## src/rtl/forwarding_pkg.sv

```systemverilog
`default_nettype none
// ============================================================================
//  Module      : forwarding_pkg
//  Description : Shared widths, per-port state encoding and the lookup
//                result record for the decode-stage forwarding unit.
//  Revision    : 1.0  initial release
// ============================================================================
package forwarding_pkg;

    localparam int c_NUM_PORTS         = 2;
    localparam int c_NUM_STAGES        = 3;
    localparam int c_DATA_WIDTH        = 32;
    localparam int c_REG_ID_WIDTH      = 5;
    localparam int c_STALL_COUNT_WIDTH = 16;

    // Per-port operand capture state.
    typedef enum logic [1:0] {
        IDLE = 2'd0,   // no instruction owns this port
        WAIT = 2'd1,   // producer found but its result is not ready yet
        HELD = 2'd2    // operand captured and frozen until the next issue
    } portState_t;

    // Outcome of one port's producer search at the default operand width.
    typedef struct packed {
        logic                    hit;
        logic                    ready;
        logic [c_DATA_WIDTH-1:0] data;
    } lookupResult_t;

endpackage : forwarding_pkg
`default_nettype wire

```

## src/rtl/forwarding_lookup.sv

```systemverilog
`default_nettype none
// ============================================================================
//  Module      : forwarding_lookup
//  Description : Combinational priority search of the producer stages for a
//                single read port. The youngest matching stage wins, even if
//                its result is not ready, so an older ready copy can never
//                leak through ahead of a newer write. o_data is the value to
//                capture once the search resolves.
//  Revision    : 1.0  initial release
// ============================================================================
module forwarding_lookup
    import forwarding_pkg::*;
#(
    parameter int NUM_STAGES   = c_NUM_STAGES,
    parameter int DATA_WIDTH   = c_DATA_WIDTH,
    parameter int REG_ID_WIDTH = c_REG_ID_WIDTH
) (
    input  logic [REG_ID_WIDTH-1:0]            i_readRegId,
    input  logic [DATA_WIDTH-1:0]              i_readData,
    input  logic [NUM_STAGES*REG_ID_WIDTH-1:0] i_stageRegId,
    input  logic [NUM_STAGES-1:0]              i_stageDataReady,
    input  logic [NUM_STAGES*DATA_WIDTH-1:0]   i_stageData,
    output logic                               o_hit,
    output logic                               o_ready,
    output logic [DATA_WIDTH-1:0]              o_data
);

    // Walk from the oldest stage to the youngest so the last match written
    // is the youngest one; register 0 never matches a producer.
    always_comb begin
        o_hit   = 1'b0;
        o_ready = 1'b0;
        o_data  = i_readData;
        for (int i = NUM_STAGES - 1; i >= 0; i--) begin
            if ((i_readRegId != '0) &&
                (i_stageRegId[i*REG_ID_WIDTH +: REG_ID_WIDTH] == i_readRegId)) begin
                o_hit   = 1'b1;
                o_ready = i_stageDataReady[i];
                o_data  = i_stageData[i*DATA_WIDTH +: DATA_WIDTH];
            end
        end
    end

endmodule : forwarding_lookup
`default_nettype wire

```

## src/rtl/forwarding_hazard_unit.sv

```systemverilog
`default_nettype none
// ============================================================================
//  Module      : forwarding_hazard_unit
//  Description : Decode-stage operand forwarding and stall control for
//                NUM_PORTS read ports. Each port runs its own IDLE/WAIT/HELD
//                machine, captures its operand once and holds it; stall is
//                the registered OR of ports heading into WAIT. A saturating
//                counter tallies stalled cycles.
//  Revision    : 1.0  initial release
// ============================================================================
module forwarding_hazard_unit
    import forwarding_pkg::*;
#(
    parameter int NUM_PORTS         = c_NUM_PORTS,
    parameter int NUM_STAGES        = c_NUM_STAGES,
    parameter int DATA_WIDTH        = c_DATA_WIDTH,
    parameter int REG_ID_WIDTH      = c_REG_ID_WIDTH,
    parameter int STALL_COUNT_WIDTH = c_STALL_COUNT_WIDTH
) (
    input  logic                               clock,
    input  logic                               reset,
    input  logic                               issueValid,
    input  logic                               flush,
    input  logic [NUM_PORTS*REG_ID_WIDTH-1:0]  readRegId,
    input  logic [NUM_PORTS*DATA_WIDTH-1:0]    readData,
    input  logic [NUM_STAGES*REG_ID_WIDTH-1:0] stageRegId,
    input  logic [NUM_STAGES-1:0]              stageDataReady,
    input  logic [NUM_STAGES*DATA_WIDTH-1:0]   stageData,
    input  logic                               counterClear,
    output logic [NUM_PORTS*DATA_WIDTH-1:0]    forwardedData,
    output logic                               stall,
    output logic [STALL_COUNT_WIDTH-1:0]       stallCycles
);

    logic [NUM_PORTS-1:0]         w_portWait;
    logic                         w_issueAccepted;
    logic                         r_stall;
    logic [STALL_COUNT_WIDTH-1:0] r_stallCycles;

    // An issue arriving while stalled is ignored; flush overrides issue.
    assign w_issueAccepted = issueValid && !r_stall && !flush;

    generate
        for (genvar p = 0; p < NUM_PORTS; p++) begin : g_port
            logic                  w_hit;
            logic                  w_ready;
            logic                  w_pending;
            logic                  w_latch;
            logic [DATA_WIDTH-1:0] w_data;
            logic [DATA_WIDTH-1:0] r_data;
            portState_t            r_state;
            portState_t            w_nextState;

            forwarding_lookup #(
                .NUM_STAGES   (NUM_STAGES),
                .DATA_WIDTH   (DATA_WIDTH),
                .REG_ID_WIDTH (REG_ID_WIDTH)
            ) u_lookup (
                .i_readRegId      (readRegId[p*REG_ID_WIDTH +: REG_ID_WIDTH]),
                .i_readData       (readData[p*DATA_WIDTH +: DATA_WIDTH]),
                .i_stageRegId     (stageRegId),
                .i_stageDataReady (stageDataReady),
                .i_stageData      (stageData),
                .o_hit            (w_hit),
                .o_ready          (w_ready),
                .o_data           (w_data)
            );

            assign w_pending = w_hit && !w_ready;

            // Port state register.
            always_ff @(posedge clock or negedge reset) begin
                if (!reset) r_state <= IDLE;
                else        r_state <= w_nextState;
            end

            // Next state: new issues resolve or wait; WAIT re-checks every cycle.
            always_comb begin
                w_nextState = r_state;
                if (flush) begin
                    w_nextState = IDLE;
                end else begin
                    case (r_state)
                        IDLE, HELD: if (w_issueAccepted)
                                        w_nextState = w_pending ? WAIT : HELD;
                        WAIT:       w_nextState = w_pending ? WAIT : HELD;
                        default:    w_nextState = IDLE;
                    endcase
                end
            end

            // Capture strobe: fires on the edge the lookup resolves.
            always_comb begin
                w_latch = 1'b0;
                if (!flush) begin
                    case (r_state)
                        IDLE, HELD: w_latch = w_issueAccepted && !w_pending;
                        WAIT:       w_latch = !w_pending;
                        default:    w_latch = 1'b0;
                    endcase
                end
            end

            // Operand hold register; flush leaves the last value in place.
            always_ff @(posedge clock or negedge reset) begin
                if (!reset)       r_data <= '0;
                else if (w_latch) r_data <= w_data;
            end

            assign w_portWait[p]                          = (w_nextState == WAIT);
            assign forwardedData[p*DATA_WIDTH +: DATA_WIDTH] = r_data;
        end
    endgenerate

    // Stall tracks next-state WAIT so data and stall release share an edge.
    always_ff @(posedge clock or negedge reset) begin
        if (!reset) r_stall <= 1'b0;
        else        r_stall <= |w_portWait;
    end

    // Saturating stall-cycle counter; clear wins over increment.
    always_ff @(posedge clock or negedge reset) begin
        if (!reset)
            r_stallCycles <= '0;
        else if (counterClear)
            r_stallCycles <= '0;
        else if (r_stall && (r_stallCycles != '1))
            r_stallCycles <= r_stallCycles + 1'b1;
    end

    assign stall       = r_stall;
    assign stallCycles = r_stallCycles;

endmodule : forwarding_hazard_unit
`default_nettype wire
```

## config.mk

```make
export PLATFORM = sky130hd
export DESIGN_NAME = forwarding_hazard_unit
export DESIGN_NICKNAME = d
export VERILOG_FILES = /design/src/rtl/forwarding_pkg.sv /design/src/rtl/forwarding_lookup.sv /design/src/rtl/forwarding_hazard_unit.sv
export SDC_FILE = /design/constraint.sdc
export NUM_CORES = 1
export LEC_CHECK = 0
export CAP_MARGIN = 25
export CORE_MARGIN = 2
export CORE_UTILIZATION = 39
export DETAILED_ROUTE_END_ITERATION = 10
export GPL_ROUTABILITY_DRIVEN = 1
export HOLD_SLACK_MARGIN = 0.15
export MAX_ROUTING_LAYER = met4
export PLACE_DENSITY_LB_ADDON = 0.2
export SETUP_SLACK_MARGIN = 0.3
export SYNTH_ARGS = -nofsm -noshare
export SYNTH_HDL_FRONTEND = slang
export SYNTH_SLANG_ARGS = --single-unit
```

## constraint.sdc

```tcl
create_clock -name clock -period 1.68 [get_ports clock]
set_input_delay 0.504 -clock clock [delete_from_list [all_inputs] [get_ports clock]]
set_output_delay 0.504 -clock clock [all_outputs]
set_load 0.02 [all_outputs]
```

### After elaboration in Yosys (flattened, before gate mapping)

Index checks and enable logic that the tools add are counted.

| storage, ports and cells | value |
|---|---|
| bits in latches | 0 |
| register bits | 85 |
| bits in writable memories | 0 |
| ROM bits | 0 |
| memories kept | 0 |
| output and inout port bits | 81 |

| cells by class | value |
|---|---|
| shift-type cells | 0 |
| divide/modulo/power cells | 0 |
| eq/ne operators | 13 |
| multiplexer cells | 32 |
| add/sub/neg operators | 1 |
| $mul | 0 |
| order comparisons | 0 |
| bitwise operators | 0 |
| reductions and logical operators | 27 |

Operator list:

| operator | number |
|---|---|
| 32-bit 2-to-1 mux | 6 |
| 16-bit 2-to-1 mux | 2 |
| 5-bit equality test | 6 |
| 16-bit by 1-bit adder with 16-bit output, second input constant | 1 |
| 16-bit inequality test, second input constant | 1 |
| 1-bit 2-to-1 mux | 14 |
| 1-bit logical AND | 13 |
| 2-bit 2-to-1 mux | 6 |
| 5-bit nonzero test | 2 |
| 2-bit by 1-bit equality test with 1-bit output, second input constant | 4 |
| 2-bit one-hot mux with 2 select lines | 2 |
| 1-bit logical NOT | 6 |
| 2-bit OR reduction | 3 |
| 2-bit equality test, second input constant | 2 |
| 2-bit logical NOT | 2 |
| 1-bit one-hot mux with 2 select lines | 2 |
| 2-bit nonzero test | 1 |

### Longest topological paths before layout

| logic depth | value |
|---|---|
| depth in word-level cells | 13 |
| gate-level depth with buffers | 9 |

### Cells and area by module

From an unflattened synthesis, not the netlist that was laid out.

| second synthesis, totals | value |
|---|---|
| cells, all modules | 622 |
| area, all modules | 5755.5 µm² |

Modules (own cells, without submodules):

| module | instances | cells each | area each (µm²) |
|---|---|---|---|
| forwarding_hazard_unit | 1 | 252 | 3468.3 |
| forwarding_lookup | 2 | 185 | 1143.6 |

### Worst setup path before layout

No wires, ideal clock.

| path | value |
|---|---|
| kind | input to register |
| from | in readRegId[8] |
| to | reg g_port[1].r_data[10] |
| buffers on the path | 2 |
| stages | 8 |
| setup time | 0.125 ns |
| path slack | -0.592 ns |
| data arrival time | 2.147 ns |
| required time | 1.555 ns |
| cell sequence | xor2_1 -> a211o_1 -> a2111oi_4 -> o31ai_4 -> nand2b_1 -> buf_2 -> buf_6 -> mux2_4 |

| between the ends | value |
|---|---|
| word-level cells in the longest chain between the ends | 11 |

RTL lines:

| item | RTL line | source |
|---|---|---|
| start, declared | forwarding_hazard_unit.sv:24 | `input logic [NUM_PORTS*REG_ID_WIDTH-1:0] readRegId,` |
| 5-bit equality test / 5-bit nonzero test (equally long branches) | forwarding_lookup.sv:36, forwarding_lookup.sv:35 |  |
| 1-bit logical AND | forwarding_lookup.sv:35 | `if ((i_readRegId != '0) &&` |
| 1-bit 2-to-1 mux (3 in series) | forwarding_lookup.sv:35 |  |
| 1-bit logical NOT | forwarding_hazard_unit.sv:69 | `assign w_pending = w_hit && !w_ready;` |
| 1-bit logical AND | forwarding_hazard_unit.sv:69 |  |
| 1-bit logical NOT | forwarding_hazard_unit.sv:97, forwarding_hazard_unit.sv:98 |  |
| 1-bit logical AND | forwarding_hazard_unit.sv:97 | `IDLE, HELD: w_latch = w_issueAccepted && !w_pending;` |
| 1-bit one-hot mux with 2 select lines | forwarding_hazard_unit.sv:96 | `case (r_state)` |
| 1-bit 2-to-1 mux | forwarding_hazard_unit.sv:95 | `if (!flush) begin` |
| end signal, assigned | forwarding_hazard_unit.sv:107 | `else if (w_latch) r_data <= w_data;` |
| end, declared | forwarding_hazard_unit.sv:50 | `logic [DATA_WIDTH-1:0] r_data;` |

Several ways; a longest one is shown, not always the timed one.
A chain may end at the register's enable or synchronous reset.

### Worst setup path in the final report

| path | value |
|---|---|
| from | in readRegId[4] |
| to | reg g_port[0].r_data[20] |

| between the ends | value |
|---|---|
| word-level cells in the longest chain between the ends | 11 |

RTL lines:

| item | RTL line |
|---|---|
| 5-bit equality test / 5-bit nonzero test (equally long branches) | forwarding_lookup.sv:36, forwarding_lookup.sv:35 |
| 1-bit logical AND | forwarding_lookup.sv:35 |
| 1-bit 2-to-1 mux (3 in series) | forwarding_lookup.sv:35 |
| 1-bit logical NOT | forwarding_hazard_unit.sv:69 |
| 1-bit logical AND | forwarding_hazard_unit.sv:69 |
| 1-bit logical NOT | forwarding_hazard_unit.sv:97, forwarding_hazard_unit.sv:98 |
| 1-bit logical AND | forwarding_hazard_unit.sv:97 |
| 1-bit one-hot mux with 2 select lines | forwarding_hazard_unit.sv:96 |
| 1-bit 2-to-1 mux | forwarding_hazard_unit.sv:95 |
| end signal, assigned | forwarding_hazard_unit.sv:107 |
| end, declared | forwarding_hazard_unit.sv:50 |

Several ways; a longest one is shown, not always the timed one.

==> results.md <==
- Traced cell by cell, the critical path runs through buf_8 -> buf_4 -> xor2_2 -> nor3_2 -> buf_4 -> and3_4 -> o31ai_4 -> nand2b_4 -> buf_12 -> buf_16 -> mux2_4.
- The number of synthesis warnings is 0.
- The dominant cell type by count on the critical path is sky130_fd_sc_hd__buf_4.
- Setup violations remaining at the end of the flow were counted as 73.
- The number of global-route vias before repair is 7129.
- The cell with the largest stage delay on the worst path is sky130_fd_sc_hd__o31ai_4.
- Setup repair after global routing could not meet its margin everywhere.
- The synthesized design spends more area on one cell type than any other, namely sky130_fd_sc_hd__dfrtp_1.
- For hold timing, the worst endpoint is g_port[1].r_data[18].
- The worst-case vdd ir drop is 0.000529 V.
- The pre-CTS worst setup slack is -1.27 ns.
- The number of antenna violations at the first check in global routing is 0.
- The count of cells in the finished layout, fillers not included, comes to 1320.
- 0 antenna diodes ended up in the layout.
- The total net switching power is 2.94 mW.
- For this design the ratio of total power to cell area is 779 nW/um2.
- The cell area that synthesis handed to floorplanning was 6350 um2.
- The checks that failed: setup timing.
- By count the netlist is led by sky130_fd_sc_hd__o21ai_0 (149), sky130_fd_sc_hd__dfrtp_1 (85), sky130_fd_sc_hd__nand2_1 (74), sky130_fd_sc_hd__mux2_4 (59), sky130_fd_sc_hd__clkbuf_1 (40).
- The max-cap violation count is 0.
- Synthesis inferred 85 register bits.
- Headroom to the max-slew limit came out at 69.4%.
- Each instance of the synthesized netlist takes up on average 9.03 um2.
- The later pin in the worst-skew pair is clocked with a latency of 0.34 ns.
- The initial utilization of the core area, before any placement, comes to 39.9%.
- The met2 wire length is ~14000 um.
- Data arrives at the worst endpoint at 2.30 ns.
- The largest fanout on the critical path is 5.
- Counting tap cells, the placed design contains a total of about 1200 instances.
- For flop-to-flop paths, the worst setup slack is -0.07 ns.
- After detailed routing, the number of remaining DRC violations is 0.
- At the end of the flow, the number of nets in the layout was 1293.
- The share of total power dissipated in the clock network is 20.5%.
- Yosys mapped the design onto 45 distinct sky130hd cell types.
- The critical path endpoint category is a register.
- The part of the total power dissipated in combinational logic is between 40% and 50%.
- Clock-pin slew was measured on the worst setup and hold paths at 0.06 ns.
- Of the post-synthesis cell area, the dominant cell type holds 33.5%.
- The worst setup path is launched from a primary input.
- The highest metal layer carrying signal wires in the routed design is met4.
- In this run the horizontal extent of the chip is 132 um.
- The post-detailed-placement half-perimeter wirelength is 16800 um.
- Summed over all cells, the static leakage comes to 5.24 nW.
- The placement-stage cell area is slightly below 10000 um2.
- The share of layout cells above drive strength 1 is 39.5%.
- The routed length on met3 is 2010 um.
- The clock passes through at most 2 buffers.
- The run finished, with violations left.
- For the final database, setup skew stands at 0.00969 ns.
- The die outline height is between 100 and 150 um.
- The biggest cell delay along the critical path is about 0.31 ns.
- Once routing completed, OpenROAD measured the worst setup slack at -0.399 ns.
- Internal power comes to just over 6 mW.
- The total nets after synthesis is 897.
- Sequential cells account for 31.4% of the total power.
- The worst path buffer plus inverter count is 5.
- TritonCTS built the clock tree.
- The switching fraction of total power is 32.7%.
- The worst path in the final design needs a cycle of 2.08 ns, including I/O delays and setup.
- The startpoint of the tightest hold check path is g_port[1].r_data[18].
- The number of rows in the core area is 46.
- The via density per instance is about 5.5.
- At the pin with the least slew margin, the transition time is 0.460 ns.
- The number of buffers created by CTS is 9.
- The global-route wire length before repair is 39300 um.
- The number of max-slew violations in the final report is 0.
- The total clock sinks is 85.
- The share of synthesized registers carrying an async set or reset is between 90% and 100%.
- The hold violation total from the final report is 0.
- The area added between synthesis and finish is 81.6%.
- Entering global routing, the biggest net connects 65 pins.
- Yosys instantiated no cell more often than sky130_fd_sc_hd__o21ai_0.
- The critical path is of the in2reg type.
- The class of the tightest hold or removal check is reg2reg.
- Of the synthesized area, sequential elements account for 33.5%.
- For this run, the total global-route usage over all layers was measured as 29.6%.
- The congestion estimate from routability-driven global placement came to 0.863.
- The core box area is 15900 um2.
- In the post-synthesis netlist, the biggest area contributors are sky130_fd_sc_hd__dfrtp_1 (34%), sky130_fd_sc_hd__mux2_4 (14%), sky130_fd_sc_hd__o21ai_0 (12%).
- Measured in cells, the most critical reg-to-reg path has a length of 7.
- The floorplan step defined a die boundary enclosing 17300 um2.
- The first detailed-routing pass ran for 5 iterations.
- The port buffer count is approximately 270.
- The reg-to-reg endpoint is g_port[0].r_data[20].
- The utilization after layout is between 70 and 80%.
- The root buffer cell chosen for the clock tree is sky130_fd_sc_hd__clkbuf_16.
- The number of H-tree branching levels is 3.
- The most used flip-flop cell after synthesis is sky130_fd_sc_hd__dfrtp_1.
- Based on the critical path, the design can be clocked at up to approximately 480 MHz.
- The source of the worst register-to-register timing path is stall.
- The via count is between 7000 and 8000.
- The count of routing violations after the opening detailed-route iteration is 521.
- In the final routed layout, each cell accounts on average for 20.7 um.
- Summed over all layers, the routed wires come to 27300 um.
- The post-route total power is 8.98 mW.
- The number of cells produced by synthesis is 703.
- In this design, the largest share of critical-path delay is due to buffers and inverters.
- Pin placement for this block handled 274 I/O pins.
- The post-route clock period utilization is 124%.
- The number of enable-type register cells in the synthesized netlist is 0.
- The number of cells on the worst hold path is 1.
- The number of antenna-violating nets in the routed design is 0.
- The data required time at the worst endpoint is roughly 1.9 ns.
- The met1 wire length is 10500 um.
- The area of all placed cells without fillers is between 10000 and 15000 um2.
- After global routing the overflow that remains totals 0.
## worst reg2reg max path: stages, from the launching register on
cell                       delay [ns]
sky130_fd_sc_hd__dfrtp_1         0.40
sky130_fd_sc_hd__nand2b_1        0.20
sky130_fd_sc_hd__mux2i_1         0.14
sky130_fd_sc_hd__nand2b_1        0.11
sky130_fd_sc_hd__nand2b_4        0.17
sky130_fd_sc_hd__buf_12          0.16
sky130_fd_sc_hd__buf_16          0.16
sky130_fd_sc_hd__mux2_4          0.29
## cell families after synthesis
logic type      Yosys count  synth area share (%)
flops                    85                  33.5
simple gates            174                  13.2
xor+xnor                 43                  5.93
fa+ha+maj                 1                 0.197
buf+inv                  93                  7.43
mux                      67                  15.3
compound gates          240                  24.4
## worst max path at each step
stage,start,to,slack (ns),cells after the start
after floorplan,stageRegId[13],g_port[0].r_data[10],-0.55,8
after global placement,readRegId[8],g_port[1].r_data[31],-1.24,9
after detailed placement,readRegId[8],g_port[1].r_data[31],-1.27,9
after CTS,readRegId[1],g_port[0].r_data[16],-0.37,11
after global routing,readRegId[4],g_port[0].r_data[18],-0.45,9
final,readRegId[4],g_port[0].r_data[20],-0.40,11
## placed cells by master, fill, tap and decap left out, types with 4 or more instances in the layout
master,synthesis,layout
sky130_fd_sc_hd__buf_12,3,17
sky130_fd_sc_hd__o21ai_1,12,44
sky130_fd_sc_hd__nand3_1,11,5
sky130_fd_sc_hd__nand2_1,74,66
sky130_fd_sc_hd__nand4_1,9,9
sky130_fd_sc_hd__xor2_2,0,4
sky130_fd_sc_hd__o211a_1,31,31
sky130_fd_sc_hd__xnor2_2,0,6
sky130_fd_sc_hd__xor2_1,35,31
sky130_fd_sc_hd__inv_1,35,35
sky130_fd_sc_hd__o21ai_0,149,115
sky130_fd_sc_hd__a211oi_2,0,14
sky130_fd_sc_hd__nor3_1,34,32
sky130_fd_sc_hd__buf_4,0,115
sky130_fd_sc_hd__clkdlybuf4s50_1,0,166
sky130_fd_sc_hd__buf_6,9,113
sky130_fd_sc_hd__nor2_1,21,18
sky130_fd_sc_hd__buf_2,5,8
sky130_fd_sc_hd__dfrtp_2,0,13
sky130_fd_sc_hd__nand2_2,0,7
sky130_fd_sc_hd__a211oi_1,32,18
sky130_fd_sc_hd__mux2_4,59,64
sky130_fd_sc_hd__dfrtp_1,85,72
sky130_fd_sc_hd__buf_16,0,7
sky130_fd_sc_hd__clkbuf_16,0,10
sky130_fd_sc_hd__nor3_2,2,4
sky130_fd_sc_hd__buf_8,0,8
sky130_fd_sc_hd__nand3_2,0,6
## cell type report
cell class,count,area [um2]
repair buffers,443,4600
inverters,35,131
multi-input cells,525,4130
fillers,1177,4360
clock buffers,12,236
well taps,216,270
flip-flops and latches,85,2140
clock inverters,4,25.0
## stage by stage
| step | hold slack (ns) | setup TNS (ns) |
|---|---|---|
| floorplan | 0.208 | -34.81 |
| global placement | 0.443 | -78.96 |
| detailed placement | 0.445 | -81.85 |
| CTS | 0.521 | -21.72 |
| global route | 0.545 | -28.81 |
| finish | 0.536 | -24.20 |
## routing by layer
layer	track usage [%]	up-vias
li1	-	3312
met1	35.5	3442
met2	50.5	398
met3	4.75	67
met4	10.2	0
met5	-	-
## registers in the layout (all words and copies together) (netlist names)
| register | count |
|---|---|
| g_port.r_data | 64 |
| g_port.r_state | 4 |
| stall | 1 |
| stallCycles | 16 |
## power by group through the flow
stage	sequential, mW	clock [mW]	combinational (mW)
floorplan	3.24	0	1.22
global placement	2.76	0	3.50
detailed placement	2.75	0	3.54
CTS	2.80	1.85	4.08
global route	2.86	1.94	4.54
finish	2.82	1.84	4.32
## what timing repair did
item / in CTS / in global routing
buffers inserted: 61 / 38
hold buffers: 1 / 0
gates resized for setup: 681 / 63
cloned: 7 / 1
endpoints found under the hold margin: 23 / 0
setup endpoints to repair: 166 / 166
pin swaps: 58 / 25
(Power assumes the default switching activity.)
